**src/rtl/muldiv_pkg.sv**
```systemverilog
// muldiv_pkg: op and state encodings plus op legality for muldiv_unit.
// MULDIV_MADD_EN makes MADD/MSUB legal ops.
package muldiv_pkg;
  localparam logic [3:0] OP_MULT  = 4'b0000;
  localparam logic [3:0] OP_MULTU = 4'b0001;
  localparam logic [3:0] OP_DIV   = 4'b0010;
  localparam logic [3:0] OP_DIVU  = 4'b0011;
  localparam logic [3:0] OP_MTHI  = 4'b0100;
  localparam logic [3:0] OP_MTLO  = 4'b0101;
  localparam logic [3:0] OP_MADD  = 4'b0110;
  localparam logic [3:0] OP_MSUB  = 4'b0111;
  typedef enum logic [1:0] {ST_IDLE, ST_MUL, ST_DIV, ST_FIX} state_t;
  function automatic logic is_legal_op(input logic [3:0] op);
`ifdef MULDIV_MADD_EN
    return op <= OP_MSUB;
`else
    return op <= OP_MTLO;
`endif
  endfunction
endpackage

```
**src/rtl/muldiv_div_step.sv**
```systemverilog
// muldiv_div_step: one combinational restoring-divide step on {rem,quo} against a divisor.
module muldiv_div_step #(
  parameter int WIDTH = 32
) (
  input  logic [WIDTH-1:0] i_rem,
  input  logic [WIDTH-1:0] i_quo,
  input  logic [WIDTH-1:0] i_dvs,
  output logic [WIDTH-1:0] o_rem,
  output logic [WIDTH-1:0] o_quo
);
  logic [WIDTH:0] w_sh;
  logic [WIDTH:0] w_diff;
  assign w_sh   = {i_rem, i_quo[WIDTH-1]};
  assign w_diff = w_sh - {1'b0, i_dvs};
  assign o_rem  = w_diff[WIDTH] ? w_sh[WIDTH-1:0] : w_diff[WIDTH-1:0];
  assign o_quo  = {i_quo[WIDTH-2:0], ~w_diff[WIDTH]};
endmodule

```
**src/rtl/muldiv_unit.sv**
```systemverilog
// muldiv_unit: iterative shift-add multiply / restoring divide into HI/LO.
// Define MULDIV_MADD_EN to build MADD/MSUB accumulation.
module muldiv_unit
  import muldiv_pkg::*;
#(
  parameter int WIDTH = 32
) (
  input  logic             i_clk,
  input  logic             i_rst_n,
  input  logic             i_start,
  input  logic [3:0]       i_op,
  input  logic [WIDTH-1:0] i_a,
  input  logic [WIDTH-1:0] i_b,
  output logic             o_busy,
  output logic             o_done,
  output logic             o_div_by_zero,
  output logic [WIDTH-1:0] o_hi,
  output logic [WIDTH-1:0] o_lo
);
  localparam int CW = $clog2(WIDTH + 1);
  state_t           r_state, w_next;
  logic [CW-1:0]    r_cnt;
  logic [3:0]       r_op;
  logic [WIDTH-1:0] r_rem, r_quo, r_dvs;
  logic             r_neg_q, r_neg_r, r_dz;
  logic             w_accept, w_is_mt, w_is_div, w_signed, w_dz, w_last;
  logic [WIDTH-1:0] w_abs_a, w_abs_b, w_rem_n, w_quo_n;
  logic [WIDTH:0]   w_sum;
  logic [2*WIDTH-1:0] w_prod, w_sprod, w_divres, w_fix;
  assign o_busy   = r_state != ST_IDLE;
  assign w_accept = i_start && !o_busy && is_legal_op(i_op);
  assign w_is_mt  = i_op == OP_MTHI || i_op == OP_MTLO;
  assign w_is_div = i_op == OP_DIV || i_op == OP_DIVU;
  assign w_signed = i_op == OP_MULT || i_op == OP_DIV || i_op == OP_MADD || i_op == OP_MSUB;
  assign w_dz     = w_is_div && i_b == '0;
  assign w_abs_a  = (w_signed && i_a[WIDTH-1]) ? -i_a : i_a;
  assign w_abs_b  = (w_signed && i_b[WIDTH-1]) ? -i_b : i_b;
  assign w_last   = r_cnt == CW'(WIDTH - 1);
  // Multiply keeps the running high half in r_rem and the shifting multiplier in r_quo
  assign w_sum    = {1'b0, r_rem} + (r_quo[0] ? {1'b0, r_dvs} : '0);
  assign w_prod   = {r_rem, r_quo};
  assign w_sprod  = r_neg_q ? -w_prod : w_prod;
  assign w_divres = {r_neg_r ? -r_rem : r_rem, r_neg_q ? -r_quo : r_quo};
`ifdef MULDIV_MADD_EN
  assign w_fix = r_op == OP_MADD ? {o_hi, o_lo} + w_sprod :
                 r_op == OP_MSUB ? {o_hi, o_lo} - w_sprod :
                 (r_op == OP_DIV || r_op == OP_DIVU) ? w_divres : w_sprod;
`else
  assign w_fix = (r_op == OP_DIV || r_op == OP_DIVU) ? w_divres : w_sprod;
`endif
  muldiv_div_step #(.WIDTH(WIDTH)) u_step (
    .i_rem(r_rem),
    .i_quo(r_quo),
    .i_dvs(r_dvs),
    .o_rem(w_rem_n),
    .o_quo(w_quo_n)
  );
  always_ff @(posedge i_clk or negedge i_rst_n)
    if (!i_rst_n) r_state <= ST_IDLE;
    else r_state <= w_next;
  always_comb begin
    w_next = r_state;
    case (r_state)
      ST_IDLE: if (w_accept && !w_is_mt) w_next = w_dz ? ST_FIX : w_is_div ? ST_DIV : ST_MUL;
      ST_MUL, ST_DIV: if (w_last) w_next = ST_FIX;
      default: w_next = ST_IDLE;
    endcase
  end
  // Divide by zero loads rem=A, quo=all-ones with no sign fix so FIX writes them unchanged
  always_ff @(posedge i_clk or negedge i_rst_n)
    if (!i_rst_n) begin
      r_cnt <= '0;
      r_op <= OP_MULT;
      r_rem <= '0;
      r_quo <= '0;
      r_dvs <= '0;
      r_neg_q <= 1'b0;
      r_neg_r <= 1'b0;
      r_dz <= 1'b0;
      o_done <= 1'b0;
      o_div_by_zero <= 1'b0;
      o_hi <= '0;
      o_lo <= '0;
    end else begin
      o_done <= r_state == ST_FIX;
      o_div_by_zero <= r_state == ST_FIX && r_dz;
      if (w_accept && w_is_mt) begin
        if (i_op == OP_MTHI) o_hi <= i_a;
        else o_lo <= i_a;
      end else if (w_accept) begin
        r_op <= i_op;
        r_cnt <= '0;
        r_dz <= w_dz;
        r_dvs <= w_abs_b;
        r_rem <= w_dz ? i_a : '0;
        r_quo <= w_dz ? '1 : w_abs_a;
        r_neg_q <= !w_dz && w_signed && (i_a[WIDTH-1] ^ i_b[WIDTH-1]);
        r_neg_r <= !w_dz && w_signed && i_a[WIDTH-1];
      end else if (r_state == ST_MUL) begin
        r_cnt <= r_cnt + 1'b1;
        {r_rem, r_quo} <= {w_sum, r_quo[WIDTH-1:1]};
      end else if (r_state == ST_DIV) begin
        r_cnt <= r_cnt + 1'b1;
        r_rem <= w_rem_n;
        r_quo <= w_quo_n;
      end else if (r_state == ST_FIX) begin
        {o_hi, o_lo} <= w_fix;
      end
    end
endmodule

```
**config.mk**
```make
export PLATFORM = sky130hd
export DESIGN_NAME = muldiv_unit
export DESIGN_NICKNAME = d
export VERILOG_FILES = /design/src/rtl/muldiv_pkg.sv /design/src/rtl/muldiv_div_step.sv /design/src/rtl/muldiv_unit.sv
export SDC_FILE = /design/constraint.sdc
export NUM_CORES = 1
export LEC_CHECK = 0
export BUFFER_PORTS_ARGS = -buffer_cell sky130_fd_sc_hd__buf_2
export CORE_MARGIN = 2
export CORE_UTILIZATION = 35
export CTS_CLUSTER_DIAMETER = 30
export CTS_CLUSTER_SIZE = 12
export DETAILED_ROUTE_END_ITERATION = 10
export SETUP_SLACK_MARGIN = 0.15
export SLEW_MARGIN = 30
export SYNTH_ARGS = -nofsm -noshare
export SYNTH_HDL_FRONTEND = slang
export SYNTH_SLANG_ARGS = --single-unit
```
**constraint.sdc**
```tcl
create_clock -name i_clk -period 9.22 [get_ports i_clk]
set_input_delay 0.461 -clock i_clk [delete_from_list [all_inputs] [get_ports i_clk]]
set_output_delay 0.461 -clock i_clk [all_outputs]
set_load 0.01 [all_outputs]
```
# [Word level (Yosys, flattened, before mapping)]
# Index checks and enable logic that the tools add are counted.
[op_classes] n_addsub=8 multipliers=0 div=0 n_lt_le_gt_ge=1 eq_ne=19 n_shift=0 n_mux=36 n_bitwise=3 n_reduce_logical=32
[ops] op="two-way mux 32 bit" n=26
[ops] op="two-way mux 64 bit" n=2
[ops] op="negator 32 bit" n=4
[ops] op="negator 64 bit" n=1
[ops] op="adder 32 x 32 -> 33 bit" n=1
[ops] op="subtractor 33 x 32 -> 33 bit" n=1
[ops] op="zero test 32 bit" n=1
[ops] op="two-way mux 6 bit" n=3
[ops] op="== test 4 x 2 -> 1 bit, second input constant" n=4
[ops] op="== test 4 x 3 -> 1 bit, second input constant" n=4
[ops] op="logical AND 1 bit" n=11
[ops] op="!= test 2 bit, second input constant" n=5
[ops] op="AND reduction 5 bit" n=2
[ops] op="two-way mux 2 bit" n=4
[ops] op="adder 6 x 1 -> 6 bit, second input constant" n=1
[ops] op="== test 6 x 5 -> 1 bit, second input constant" n=1
[ops] op="logical OR 1 bit" n=6
[ops] op="AND reduction 2 bit" n=3
[ops] op="== test 2 bit, second input constant" n=2
[ops] op="less-or-equal comparator 4 x 3 -> 1 bit, second input constant" n=1
[ops] op="zero test 4 bit" n=1
[ops] op="!= test 2 x 1 -> 1 bit, second input constant" n=2
[ops] op="one-hot mux 2 bit (2 select lines)" n=1
[ops] op="nonzero test 2 bit" n=2
[ops] op="other kinds (7)" n=10
[totals] register_bits=177 latch_bits=0 ramBits=0 rom_bits=0 inputBits=71 output_inout_bits=67 word_cells=112 n_memories=0

# [Longest topological paths before layout]
[logic_depth] ltp_word=8 ltp_mapped=14 ltp_nobuf=12

# [Modules after synthesis]
# A second synthesis with hierarchy kept.
[hier_totals] cells_unflattened=1943 hier_area_um2=15648.8
[by_module_without_submodules] module="muldiv_unit" instances=1 cells_each=1607 area_each_um2=13057.5 seq_area_each_um2=4404.2
[by_module_without_submodules] module="muldiv_div_step" instances=1 cells_each=336 area_each_um2=2591.2 seq_area_each_um2=0.0

# [Worst setup path before layout]
# OpenSTA, ideal clock, no wires.
[synth_path] path_type="register to register" from="register r_quo[0]" to="register o_hi[16]" setup_ps=95 arrival_ps=3280 t_required_ps=9125 setup_slack_ps=5845 path_stages_with_launch=12 n_path_buf=1 synth_period_minus_slack_ps=3375 cell_sequence="dfrtp_1 clkinv_1 clkbuf_1 ha_1 or4b_2 or4_1 nor4_1 a21oi_1 o41ai_2 xnor2_1 nor2_1 o31ai_1"
[synth_via] elab_chain_len=8
[synth_rtl] item="from (decl)" line="muldiv_unit.sv:24" rtl="logic [WIDTH-1:0] r_rem, r_quo, r_dvs;"
[synth_rtl] item="from (signal assigned)" line="muldiv_unit.sv:96" rtl="r_quo <= w_dz ? '1 : w_abs_a;"
[synth_rtl] item="from (signal assigned)" line="muldiv_unit.sv:101" rtl="{r_rem, r_quo} <= {w_sum, r_quo[WIDTH-1:1]};"
[synth_rtl] item="from (signal assigned)" line="muldiv_unit.sv:105" rtl="r_quo <= w_quo_n;"
[synth_rtl] item="negator 64 bit" line="muldiv_unit.sv:42" rtl="assign w_sprod = r_neg_q ? -w_prod : w_prod;"
[synth_rtl] item="two-way mux 64 bit" line="muldiv_unit.sv:42"
[synth_rtl] item="two-way mux 64 bit" line="muldiv_unit.sv:49" rtl="assign w_fix = (r_op == OP_DIV || r_op == OP_DIVU) ? w_divres : w_sprod;"
[synth_rtl] item="two-way mux 32 bit" line="muldiv_unit.sv:106" rtl="end else if (r_state == ST_FIX) begin"
[synth_rtl] item="two-way mux 32 bit" line="muldiv_unit.sv:102" rtl="end else if (r_state == ST_DIV) begin"
[synth_rtl] item="two-way mux 32 bit" line="muldiv_unit.sv:99" rtl="end else if (r_state == ST_MUL) begin"
[synth_rtl] item="two-way mux 32 bit" line="muldiv_unit.sv:90" rtl="end else if (w_accept) begin"
[synth_rtl] item="two-way mux 32 bit" line="muldiv_unit.sv:87" rtl="if (w_accept && w_is_mt) begin"
[synth_rtl] item="to (signal assigned)" line="muldiv_unit.sv:88" rtl="if (i_op == OP_MTHI) o_hi <= i_a;"
[synth_rtl] item="to (signal assigned)" line="muldiv_unit.sv:107" rtl="{o_hi, o_lo} <= w_fix;"
[synth_rtl] item="to (decl)" line="muldiv_unit.sv:17" rtl="output logic [WIDTH-1:0] o_hi,"
# No other way between the ends. The select of a mux whose other input is x is not followed.
# A chain may end at the register's enable or synchronous reset.

# [Final worst setup path]
[layout_path] from="register r_quo[0]" to="register r_rem[30]"
[layout_via] elab_chain_len=4
[layout_rtl] item="two-way mux 32 bit" line="muldiv_unit.sv:40" rtl="assign w_sum = {1'b0, r_rem} + (r_quo[0] ? {1'b0, r_dvs} : '0);"
[layout_rtl] item="adder 32 x 32 -> 33 bit" line="muldiv_unit.sv:40"
[layout_rtl] item="two-way mux 32 bit" line="muldiv_unit.sv:99"
[layout_rtl] item="two-way mux 32 bit" line="muldiv_unit.sv:90"
[layout_rtl] item="to (signal assigned)" line="muldiv_unit.sv:95" rtl="r_rem <= w_dz ? i_a : '0;"
[layout_rtl] item="to (signal assigned)" line="muldiv_unit.sv:101"
[layout_rtl] item="to (signal assigned)" line="muldiv_unit.sv:104" rtl="r_rem <= w_rem_n;"
[layout_rtl] item="to (decl)" line="muldiv_unit.sv:24"
# No other way between the ends.

==> results.py <==
metrics = {
    "grt": {
        "grt.met2_usage": 0.384,
        "grt_pass1_wl_um": 86400,
        "grt-ovfl-total": 0,
        "gr-usage-met3": 0.0424,
        "track_usage": 0.253,
        "antenna_found_initial": 1,
        "grt_pass1_vias": 14200,
        "top_usage_layer": "met2",
        "use_met1": 0.360,
        "grt_max_degree": 87,
    },
    "sta": {
        "worst_slew_pin_slew_ps": 1010,
        "finalHoldViolations": 0,
        "max-slew-margin-rel": 0.320,
        "skew_ps": 23.9,
        "fin_crit_sh": 0.483,
        "setup_viol": 0,
        "max_freq_mhz": 224,
        "period_needed_ps": 4460,
        "rsz0062_at_grt": "false",
        "setup_tns_ps": 0,
        "worst_slack_ps": 4760,
        "slew_viol_final": 0,
    },
    "critical_path": {
        "endpoint": "r_rem[30]",
        "rrSetupSlack_ps": 4760,
        "required_ps": 9580,
        "startpoint_type": "flip-flop",
        "criticalPathCategory": "reg2reg",
        "arrival_ps": 4810,
        "cp_max_fo": 25,
        "crit_start": "r_quo[0]",
        "worstSetupEndpointType": "flip-flop",
        "reg2reg_from": "r_quo[0]",
        "r2r-end": "r_rem[30]",
        "ff2ff_path_depth": 13,
    },
    "synthesis": {
        "yosysWarnings": 0,
        "synthesis.nets": 2056,
        "synth_edf_count": 0,
        "ys_types": 75,
        "avgSynthCellArea_um2": 7.90,
        "ys_ff_latch": 176,
        "syn_inst": 1910,
        "synth_top_area_frac": 0.292,
        "synth_flop_cell": "dfrtp_1",
        "ys_top_cells_by_area": "dfrtp_1 29%, o21ai_0 6.6%, ha_1 6.1%",
        "postSynth.asyncResetShare": 1.00,
        "syn_area_um2": 15100,
        "yosysSeqAreaShare": 0.292,
        "synth_area_leader_cell": "dfrtp_1",
    },
    "cells_and_area": {
        "area_delta_synth_final_pct": 11.1,
        "layout_common_cells": "232 x nand2_1, 199 x o21ai_0, 175 x dfrtp_1, 158 x nor2_1",
        "drive_gt1_frac": 0.120,
        "layout_commonest_cell": "nand2_1",
        "utilization": 0.392,
        "nets": 2105,
        "finalInstanceArea_um2": 16800,
    },
    "floorplanning": {
        "core_area_um2": 42800,
        "rows": 76,
        "start_util": 0.353,
        "dieHeight_um": 212,
        "io_pins": 138,
        "die_x_um": 212,
        "dieArea_um2": 44800,
    },
    "flow_run": {
        "maxCapViolCount": 0,
    },
    "clock_network": {
        "clk_pin_slew_ps": 80,
        "cts_made_buffers": 17,
        "cts_htree_levels": 4,
        "cts-resized-gates": 0,
        "cts.sinks": 176,
        "cts_buffer_depth": 2,
        "cts_tree": "built",
        "post-cts-setup-buffer-count": 0,
        "holdBufCountCts": 0,
        "root_buffer": "clkbuf_16",
        "insertion_delay_ps": 470,
    },
    "pwr": {
        "p_total_uw": 7290,
        "power_density_nw_per_um2": 435,
        "leakagePower_uw": 0.00740,
        "vdd_drop_max_mv": 0.195,
    },
    "drt": {
        "vias_per_cell": 5.89,
        "drc": 0,
        "routedWlPerCell_um": 22.4,
        "antenna_left": 0,
        "dr.pass1.iters": 5,
        "routed_wl_um": 56400,
        "drt_iter0_markers": 1485,
        "vias": 14800,
    },
    "outcome": {
        "outcome": "complete, no violations",
    },
    "placement": {
        "port_buffers": 137,
        "gp_congestion": 0.940,
        "pre_cts_slack_ps": 4860,
        "dp_hpwl_um": 42800,
        "dpl-instance-area_um2": 16200,
    },
    "hold_path": {
        "hold_path_class": "in2async",
    },
}
per-stage QoR:
| step | instances | hold slack (ps) |
|---|---|---|
| floorplan | 1910 | 165 |
| global placement | 2485 | 456 |
| detailed placement | 2485 | 461 |
| CTS | 2517 | 91.9 |
| finish | 2519 | 57.6 |
| global route | 2518 | 110 |
Yosys cell counts, types with 4 or more instances:
cell	count
a211o_1	4
a211oi_1	20
a21boi_0	5
a21o_1	57
a21oi_1	137
a221oi_1	19
a22o_1	12
a22oi_1	14
a31oi_1	14
a41oi_1	5
and2_1	20
and3_1	8
buf_1	12
buf_2	6
clkbuf_1	102
dfrtp_1	176
ha_1	73
inv_1	56
mux2_2	17
mux2i_1	45
nand2_1	233
nand2b_1	13
nand3_1	35
nand4_1	18
nor2_1	159
nor2b_1	15
nor3_1	32
nor3b_1	4
nor4_1	22
o211ai_1	15
o21a_1	16
o21ai_0	199
o21bai_1	10
o221ai_1	11
o22ai_1	5
o31ai_1	50
o41ai_1	16
or2_2	8
or3_1	16
or4_1	12
xnor2_1	92
xor2_1	83
final cells by class:
class,instances,area [um2]
Antenna cell,1,2.50
Clock buffer,19,443
Clock inverter,13,140
Fill cell,4426,26000
Inverter,57,214
Multi-Input combinational cell,1555,10100
Sequential cell,176,4410
Tap cell,546,683
Timing Repair Buffer,152,808
worst max-delay path, cell delays in order, from the launching register on:
cell and delay [ps]:
dfrtp_1 430, clkinv_1 370, buf_4 370, nor2_1 140, ha_1 240, o211ai_1 120, o211ai_1 300, and3_1 260
o21ai_0 190, o41ai_1 840, nor3b_1 390, mux2i_1 130, a221o_1 360, o21a_1 180
per-layer routing:
layer	vias up	wire (um)
li1	6994	-
met1	7117	26100
met2	632	24500
met3	99	4000
met4	2	1890
met5	-	9
cell families after synthesis:
kind of cell	after synthesis	share of synthesized area
XOR/XNOR	175	0.102
AND/OR/NAND/NOR	614	0.190
buffers and inverters	179	0.0458
flip-flops	176	0.292
AO/OA/AOI/OAI	629	0.265
adder cells (fa/ha/maj)	75	0.0632
multiplexers	62	0.0425
flip-flops by register name (all words and copies together), names as in the netlist:
register / flops
o_div_by_zero: 1
o_done: 1
o_hi: 32
o_lo: 32
r_cnt: 6
r_dvs: 32
r_dz: 1
r_neg_q: 1
r_neg_r: 1
r_op: 3
r_quo: 32
r_rem: 32
r_state: 2
power by group:
group          internal, uW  switching [uW]  total, uW  leakage [uW]
clock network           369             384        753      0.000283
logic                  1940            3000       4940       0.00488
registers              1120             479       1600       0.00224
worst min path at each step:
stage                  start             to  slack [ps]  cells after the start
detailed placement  o_lo[12]       o_lo[12]         460                      1
CTS                  i_rst_n     r_state[0]          90                      1
floorplan            i_rst_n  o_div_by_zero         170                      0
global route         i_rst_n     r_state[0]         110                      1
global placement    o_lo[25]       o_lo[25]         460                      2
finish               i_rst_n     r_state[0]          60                      1
(Power assumes the default switching activity.)
